<file path="src/rtl/axi_r_arbiter_pkg.sv">
// Shared types for the two-requester AXI read-channel arbiter.
// Holds the AR/R channel bundles, the AR latch type and the arbiter state encoding.
package axi_r_arbiter_pkg;

    localparam int unsigned AxiAddrW   = 32;
    localparam int unsigned AxiDataW   = 32;
    localparam int unsigned AxiLenW    = 8;
    localparam int unsigned AxiRdPorts = 2;

    typedef enum logic [1:0] {
        ARB_IDLE = 2'd0,
        ARB_ADDR = 2'd1,
        ARB_DATA = 2'd2
    } arb_state_e;

    typedef struct packed {
        logic                arvalid;
        logic [AxiAddrW-1:0] araddr;
        logic [AxiLenW-1:0]  arlen;
        logic [2:0]          arsize;
        logic [1:0]          arburst;
        logic                rready;
    } axi_r_m2s_t;

    typedef struct packed {
        logic                arready;
        logic                rvalid;
        logic [AxiDataW-1:0] rdata;
        logic                rlast;
    } axi_r_s2m_t;

    typedef struct packed {
        logic [AxiAddrW-1:0] araddr;
        logic [AxiLenW-1:0]  arlen;
        logic [2:0]          arsize;
        logic [1:0]          arburst;
    } axi_ar_t;

    function automatic axi_ar_t ar_of(input axi_r_m2s_t m);
        axi_ar_t r;
        r.araddr  = m.araddr;
        r.arlen   = m.arlen;
        r.arsize  = m.arsize;
        r.arburst = m.arburst;
        return r;
    endfunction

    // Replays a latched AR as a request with arvalid set and rready clear.
    function automatic axi_r_m2s_t ar_drive(input axi_ar_t a);
        axi_r_m2s_t m;
        m         = '0;
        m.arvalid = 1'b1;
        m.araddr  = a.araddr;
        m.arlen   = a.arlen;
        m.arsize  = a.arsize;
        m.arburst = a.arburst;
        return m;
    endfunction

endpackage

</file>
<file path="src/rtl/axi_r_arbiter_rr.sv">
// Two-input grant selector: the port at rr_ptr_i wins when it requests, else the other.
// Tying rr_ptr_i high gives fixed priority to port 1.
module rr_arbiter2 (
    input  logic [1:0] req_i,
    input  logic       rr_ptr_i,
    output logic [1:0] gnt_o,
    output logic       idx_o
);

    always_comb begin
        idx_o = req_i[rr_ptr_i] ? rr_ptr_i : ~rr_ptr_i;
        gnt_o = 2'b00;
        if (req_i != 2'b00) begin
            gnt_o[idx_o] = 1'b1;
        end
    end

endmodule

</file>
<file path="src/rtl/axi_r_arbiter.sv">
// Shares one AXI read channel between icache (port 0) and dcache/LSU (port 1),
// granting whole transactions from the AR handshake up to the last R beat.
//
//   state    | meaning
//   ---------+-----------------------------------------------------------
//   ARB_IDLE | no owner; winner sees arready combinationally
//   ARB_ADDR | replaying the latched AR to the slave until arready
//   ARB_DATA | R beats routed to the owner until the rlast beat
module axi_r_arbiter
    import axi_r_arbiter_pkg::*;
#(
    parameter bit          RoundRobin = 1'b1,
    parameter int unsigned NumPorts   = AxiRdPorts
) (
    input  logic                      clk_i,
    input  logic                      rst_ni,
    input  axi_r_m2s_t [NumPorts-1:0] req_i,
    output axi_r_s2m_t [NumPorts-1:0] rsp_o,
    output axi_r_m2s_t                axi_req_o,
    input  axi_r_s2m_t                axi_rsp_i,
    output logic                      busy_o,
    output logic                      owner_o,
    output logic                      len_err_o
);

    arb_state_e         state_q, state_d;
    logic               owner_q, owner_d;
    logic               rr_ptr_q, rr_ptr_d;
    logic               len_err_q, len_err_d;
    logic [AxiLenW-1:0] beat_cnt_q, beat_cnt_d;
    axi_ar_t            ar_q, ar_d;

    logic [1:0] arb_req;
    logic [1:0] arb_gnt;
    logic       arb_idx;
    logic       arb_prio;
    logic       r_beat;

    assign arb_req  = (state_q == ARB_IDLE) ? {req_i[1].arvalid, req_i[0].arvalid} : 2'b00;
    assign arb_prio = RoundRobin ? rr_ptr_q : 1'b1;
    assign r_beat   = (state_q == ARB_DATA) && axi_rsp_i.rvalid && req_i[owner_q].rready;

    rr_arbiter2 u_arb (
        .req_i    (arb_req),
        .rr_ptr_i (arb_prio),
        .gnt_o    (arb_gnt),
        .idx_o    (arb_idx)
    );

    always_ff @(posedge clk_i or negedge rst_ni) begin
        if (!rst_ni) begin
            state_q    <= ARB_IDLE;
            owner_q    <= 1'b0;
            rr_ptr_q   <= 1'b0;
            len_err_q  <= 1'b0;
            beat_cnt_q <= '0;
            ar_q       <= '0;
        end else begin
            state_q    <= state_d;
            owner_q    <= owner_d;
            rr_ptr_q   <= rr_ptr_d;
            len_err_q  <= len_err_d;
            beat_cnt_q <= beat_cnt_d;
            ar_q       <= ar_d;
        end
    end

    always_comb begin
        state_d    = state_q;
        owner_d    = owner_q;
        rr_ptr_d   = rr_ptr_q;
        len_err_d  = len_err_q;
        beat_cnt_d = beat_cnt_q;
        ar_d       = ar_q;
        unique case (state_q)
            ARB_IDLE: begin
                if (arb_gnt != 2'b00) begin
                    ar_d       = ar_of(req_i[arb_idx]);
                    owner_d    = arb_idx;
                    beat_cnt_d = '0;
                    state_d    = ARB_ADDR;
                end
            end
            ARB_ADDR: begin
                if (axi_rsp_i.arready) begin
                    state_d = ARB_DATA;
                end
            end
            ARB_DATA: begin
                if (r_beat) begin
                    beat_cnt_d = beat_cnt_q + 1'b1;
                    if (axi_rsp_i.rlast) begin
                        if (beat_cnt_q != ar_q.arlen) begin
                            len_err_d = 1'b1;
                        end
                        state_d = ARB_IDLE;
                        if (RoundRobin) begin
                            rr_ptr_d = ~owner_q;
                        end
                    end else if (beat_cnt_q == ar_q.arlen) begin
                        // burst overran arlen: flag it but keep routing until rlast
                        len_err_d = 1'b1;
                    end
                end
            end
            default: state_d = ARB_IDLE;
        endcase
    end

    always_comb begin
        axi_req_o = '0;
        rsp_o     = '0;
        unique case (state_q)
            ARB_IDLE: begin
                rsp_o[0].arready = arb_gnt[0];
                rsp_o[1].arready = arb_gnt[1];
            end
            ARB_ADDR: begin
                axi_req_o = ar_drive(ar_q);
            end
            ARB_DATA: begin
                axi_req_o.rready       = req_i[owner_q].rready;
                rsp_o[owner_q].rvalid = axi_rsp_i.rvalid;
                rsp_o[owner_q].rdata  = axi_rsp_i.rdata;
                rsp_o[owner_q].rlast  = axi_rsp_i.rlast;
            end
            default: ;
        endcase
    end

    assign busy_o    = (state_q != ARB_IDLE);
    assign owner_o   = owner_q;
    assign len_err_o = len_err_q;

endmodule

</file>
<file path="config.mk">
export PLATFORM = sky130hd
export DESIGN_NAME = axi_r_arbiter
export DESIGN_NICKNAME = d
export VERILOG_FILES = /design/src/rtl/axi_r_arbiter_pkg.sv /design/src/rtl/axi_r_arbiter_rr.sv /design/src/rtl/axi_r_arbiter.sv
export SDC_FILE = /design/constraint.sdc
export NUM_CORES = 1
export LEC_CHECK = 0
export BUFFER_PORTS_ARGS = -buffer_cell sky130_fd_sc_hd__buf_2
export CAP_MARGIN = 20
export CORE_ASPECT_RATIO = 0.75
export CORE_MARGIN = 3
export CORE_UTILIZATION = 40
export CTS_CLUSTER_SIZE = 25
export DETAILED_ROUTE_END_ITERATION = 6
export PLACE_DENSITY_LB_ADDON = 0.12
export SLEW_MARGIN = 10
export SYNTH_ARGS = -nofsm -noshare
export SYNTH_HDL_FRONTEND = slang
export SYNTH_SLANG_ARGS = --single-unit
</file>
<file path="constraint.sdc">
create_clock -name clk_i -period 1.7 [get_ports clk_i]
set_input_delay 0.17 -clock clk_i [delete_from_list [all_inputs] [get_ports clk_i]]
set_output_delay 0.17 -clock clk_i [all_outputs]
set_load 0.005 [all_outputs]
</file>
==> report_table.html <==
<table>
<tr><th>Metric</th><th>Value</th></tr>
<tr><th colspan="2">Worst setup path</th></tr>
<tr><td>Stages on the worst setup path</td><td>5</td></tr>
<tr><td>Top fanout value on the critical path</td><td>8</td></tr>
<tr><td>Kind of cell with the highest combined delay on the critical path</td><td>simple AND/OR/NAND/NOR gates</td></tr>
<tr><td>Slack of the worst reg-to-reg path</td><td>0.01 ns</td></tr>
<tr><td>Cell-by-cell listing of the critical path</td><td>and2b_2 &gt; and2b_4 &gt; clkbuf_16 &gt; and2_4 &gt; buf_6</td></tr>
<tr><td>Logic depth of the worst register-to-register path</td><td>5</td></tr>
<tr><td>CP endpoint kind</td><td>output pin</td></tr>
<tr><td>Beginning of the critical path</td><td>state_q[0]</td></tr>
<tr><td>CP required</td><td>1.53 ns</td></tr>
<tr><td>Data arrival, critical path</td><td>1.67 ns</td></tr>
<tr><td>Worst path buffer plus inverter count</td><td>2</td></tr>
<tr><td>Critical Path Slowest Stage Cell</td><td>sky130_fd_sc_hd__dfrtp_1</td></tr>
<tr><td>Reg2reg start</td><td>state_q[0]</td></tr>
<tr><td>Nature of the critical path startpoint</td><td>flop</td></tr>
<tr><td>Largest stage delay on the critical path</td><td>0.40 ns</td></tr>
<tr><td>Worst setup path class</td><td>flop to output pin</td></tr>
<tr><td>Worst reg2reg path endpoint</td><td>len_err_o</td></tr>
<tr><th colspan="2">Global route</th></tr>
<tr><td>Global-route wire length before repair</td><td>17200 µm</td></tr>
<tr><td>Overflow after GRT</td><td>0</td></tr>
<tr><td>Maximum number of pins on one net before global-route repair</td><td>59</td></tr>
<tr><td>Number of global-route vias before repair</td><td>3463</td></tr>
<tr><td>Number of antenna violations at the first check in global routing</td><td>0</td></tr>
<tr><td>Total global routing track utilization</td><td>22.2%</td></tr>
<tr><th colspan="2">Floorplanning</th></tr>
<tr><td>Chip Width</td><td>112 µm</td></tr>
<tr><td>Initial Util</td><td>42.0%</td></tr>
<tr><td>Vertical die dimension</td><td>85.5 µm</td></tr>
<tr><td>Row Count</td><td>28</td></tr>
<tr><td>Placeable core area</td><td>8020 µm²</td></tr>
<tr><td>Die outline area</td><td>9570 µm²</td></tr>
<tr><td>I/O pin count</td><td>251</td></tr>
<tr><th colspan="2">STA</th></tr>
<tr><td>Transition at the pin with the smallest max-transition slack</td><td>0.339 ns</td></tr>
<tr><td>Pins over their slew limit</td><td>0</td></tr>
<tr><td>RSZ-0062 raised after global routing</td><td>yes</td></tr>
<tr><td>Number of failing setup endpoints in the final timing report</td><td>98</td></tr>
<tr><td>Slack of the critical path</td><td>-0.139 ns</td></tr>
<tr><td>Minimum clock period</td><td>1.84 ns</td></tr>
<tr><td>Fmax</td><td>0.544 GHz</td></tr>
<tr><td>Number of failing hold endpoints at the final stage</td><td>0</td></tr>
<tr><td>Normalized max-slew margin</td><td>77.3%</td></tr>
<tr><td>Fraction of the cycle the final worst path needs</td><td>108%</td></tr>
<tr><td>Setup total negative slack</td><td>-5.44 ns</td></tr>
<tr><td>Clock Skew</td><td>0.00711 ns</td></tr>
<tr><th colspan="2">Placed design</th></tr>
<tr><td>HPWL Detailed</td><td>7950 µm</td></tr>
<tr><td>Dpl ws</td><td>0.162 ns</td></tr>
<tr><td>Count of buffers from port buffering</td><td>250</td></tr>
<tr><td>Final RePlAce weighted congestion</td><td>0.840</td></tr>
<tr><td>Number of cells in the design after placement</td><td>694</td></tr>
<tr><td>Placed Instance Area</td><td>4780 µm²</td></tr>
<tr><th colspan="2">Power</th></tr>
<tr><td>Total power of the final layout</td><td>8210 µW</td></tr>
<tr><td>Highest ir drop seen on vdd</td><td>626 µV</td></tr>
<tr><td>Power density cells</td><td>1460 nW/µm²</td></tr>
<tr><td>Static leakage power</td><td>0.00322 µW</td></tr>
<tr><th colspan="2">Detailed routing</th></tr>
<tr><td>Residual DRC count</td><td>0</td></tr>
<tr><td>Via/cell ratio</td><td>5.38</td></tr>
<tr><td>Vias after detailed routing</td><td>3897</td></tr>
<tr><td>Routed wire length per instance</td><td>17.7 µm</td></tr>
<tr><td>Final ANT Viol Nets</td><td>0</td></tr>
<tr><td>First drt pass iteration count</td><td>7</td></tr>
<tr><td>Routed wire length</td><td>12800 µm</td></tr>
<tr><td>Initial DRC Count</td><td>430</td></tr>
<tr><th colspan="2">Final layout</th></tr>
<tr><td>Fraction of layout instances using a drive strength above 1</td><td>55.1%</td></tr>
<tr><td>Post-Layout Inst Area</td><td>5640 µm²</td></tr>
<tr><td>Synthesis-to-layout area growth</td><td>67.4%</td></tr>
<tr><td>Number of inserted diodes</td><td>0</td></tr>
<tr><td>Post-layout instance count excluding filler cells</td><td>724</td></tr>
<tr><td>Layout fillers</td><td>595</td></tr>
<tr><td>NumNets Final</td><td>747</td></tr>
<tr><th colspan="2">Yosys</th></tr>
<tr><td>Sequential cell area fraction in the yosys report</td><td>43.1%</td></tr>
<tr><td>Register bit total from synthesis</td><td>58</td></tr>
<tr><td>Synthesized net count</td><td>492</td></tr>
<tr><td>Avg Inst Size Synth</td><td>9.35 µm²</td></tr>
<tr><td>Mapped Area</td><td>3370 µm²</td></tr>
<tr><td>Count of mapped cells out of synthesis</td><td>360</td></tr>
<tr><td>Number of unique standard cell types used by synthesis</td><td>34</td></tr>
<tr><td>Dominant cell type by area after synthesis</td><td>sky130_fd_sc_hd__dfrtp_1</td></tr>
<tr><td>Area share of the largest cell type after synthesis</td><td>43.1%</td></tr>
<tr><td>Synth top area cells</td><td>sky130_fd_sc_hd__dfrtp_1, sky130_fd_sc_hd__and2_1, sky130_fd_sc_hd__a222oi_1, sky130_fd_sc_hd__and3_1, sky130_fd_sc_hd__inv_1</td></tr>
<tr><td>Synthesis Warnings</td><td>0</td></tr>
<tr><th colspan="2">Clocking</th></tr>
<tr><td>Num Clock Sinks</td><td>58</td></tr>
<tr><td>Clock insertion delay at the later pin of the skew report</td><td>0.34 ns</td></tr>
<tr><td>Max Root-Sink Buffers</td><td>2</td></tr>
<tr><td>Library cell used as clock root buffer</td><td>sky130_fd_sc_hd__clkbuf_8</td></tr>
<tr><td>Clock edge transition at the registers on the reported setup and hold paths</td><td>0.06 ns</td></tr>
<tr><td>H-Tree Depth</td><td>3</td></tr>
<tr><td>TritonCTS Buffers</td><td>9</td></tr>
<tr><td>TritonCTS clock tree</td><td>built</td></tr>
<tr><th colspan="2">Min path</th></tr>
<tr><td>Endpoint, Worst Hold</td><td>state_q[0]</td></tr>
<tr><td>Worst Min Path Start</td><td>axi_rsp_i[34]</td></tr>
<tr><td>Worst hold path stage count</td><td>2</td></tr>
<tr><td>Worst hold-check path type</td><td>input pin to flop</td></tr>
<tr><th colspan="2">Outcome</th></tr>
<tr><td>Failing checks</td><td>setup timing</td></tr>
<tr><td>Result of the run</td><td>finished with violations</td></tr>
<tr><th colspan="2">Run</th></tr>
<tr><td>Max Cap Viol</td><td>0</td></tr>
</table>
-- state kept, by name (all words and copies together) (netlist names) --
| signal | count |
|---|---|
| owner_o | 1 |
| len_err_o | 1 |
| arb_prio | 1 |
| beat_cnt_q | 8 |
| ar_q | 45 |
| state_q | 2 |
-- logic make-up (layout without fill, tap and decap cells) --
| family | Yosys count | in the layout | share of synthesized area (%) |
|---|---|---|---|
| adder cells (fa/ha/maj) | 1 | 1 | 0.372 |
| AO/OA/AOI/OAI | 61 | 61 | 16.3 |
| XOR/XNOR | 9 | 9 | 2.34 |
| multiplexers | 2 | 2 | 0.743 |
| buffers and inverters | 82 | 341 | 10.1 |
| AND/OR/NAND/NOR | 147 | 147 | 27.1 |
| flip-flops | 58 | 58 | 43.1 |
-- through the flow --
step	util, %	hold slack [ns]
global placement	59.6	0.194
floorplan	-	-0.126
finish	70.3	0.0326
detailed placement	59.6	0.196
CTS	63.3	0.0208
global route	70.3	0.0300
-- cells in the final DEF (no fill, tap or decap), drive strengths merged, types with 2 or more instances in the layout --
cell type,count
nand2b,2
nand2,5
and2,80
xnor2,8
buf,270
or4,2
nand3,5
o21ai,7
or3,2
and2b,2
dfrtp,58
inv,50
clkbuf,16
a21oi,3
bufinv,2
and3,36
nand4,5
clkinvlp,2
nor2,5
nor4,2
a222oi,45
-- how the worst max path moves through the flow --
stage | end | slack [ns]
6_report | rsp_o[28] | -0.14
5_1_grt | rsp_o[28] | -0.20
4_1_cts | rsp_o[34] | -0.1
3_5_place_dp | beat_cnt_q[7] | 0.16
3_3_place_gp | beat_cnt_q[6] | 0.19
2_1_floorplan | ar_q[10] | 0.24
-- cells in the mapped netlist --
library cell,instances
sky130_fd_sc_hd__and2_1,80
sky130_fd_sc_hd__dfrtp_1,58
sky130_fd_sc_hd__inv_1,50
sky130_fd_sc_hd__a222oi_1,45
sky130_fd_sc_hd__and3_1,36
sky130_fd_sc_hd__clkbuf_1,22
sky130_fd_sc_hd__xnor2_1,8
sky130_fd_sc_hd__buf_2,7
sky130_fd_sc_hd__o21ai_0,6
sky130_fd_sc_hd__nand2_1,5
sky130_fd_sc_hd__nand4_1,5
sky130_fd_sc_hd__nor2_1,5
sky130_fd_sc_hd__nand3_1,4
sky130_fd_sc_hd__a21oi_1,3
sky130_fd_sc_hd__buf_6,3
sky130_fd_sc_hd__and2b_1,2
sky130_fd_sc_hd__nand2b_1,2
sky130_fd_sc_hd__or3_1,2
sky130_fd_sc_hd__or4_1,2
sky130_fd_sc_hd__a21o_1,1
sky130_fd_sc_hd__a22o_1,1
sky130_fd_sc_hd__ha_1,1
sky130_fd_sc_hd__mux2_4,1
sky130_fd_sc_hd__mux2i_1,1
sky130_fd_sc_hd__nand3_4,1
sky130_fd_sc_hd__nor2b_1,1
sky130_fd_sc_hd__nor4_1,1
sky130_fd_sc_hd__nor4_2,1
sky130_fd_sc_hd__o211ai_1,1
sky130_fd_sc_hd__o21a_1,1
sky130_fd_sc_hd__o21ai_1,1
sky130_fd_sc_hd__o31a_1,1
sky130_fd_sc_hd__o31ai_1,1
sky130_fd_sc_hd__xor2_1,1
-- repair_timing --
item,in CTS,in global routing
hold endpoints to repair,58,0
pin swaps,0,36
gates resized for setup,9,82
hold buffers,1,0
cloned,0,7
buffers inserted,4,4
endpoints found under the setup margin,56,116
-- power breakdown --
group	internal [µW]	switching, µW	total [µW]
combinational	2330	2090	4420
clock	896	543	1440
sequential	1960	383	2350
-- metal layers --
metal | track usage [%] | wire (µm) | up-vias
met5 | 0 | 0 | -
met3 | 7.84 | 1150 | 17
li1 | - | - | 1800
met1 | 28.4 | 5000 | 1871
met4 | 5.46 | 210 | 0
met2 | 36.2 | 6490 | 209
-- area by class of cell --
cell class	instances	area [µm²]	share of cell area, %
repair buffers	276	1900	33.7
multi-input cells	220	1740	30.9
flip-flops and latches	58	1450	25.8
inverters	50	188	3.33
clock buffers	11	151	2.69
well taps	105	131	2.33
clock inverters	4	75.1	1.33
No activity file was read; power rests on OpenSTA's default activity.
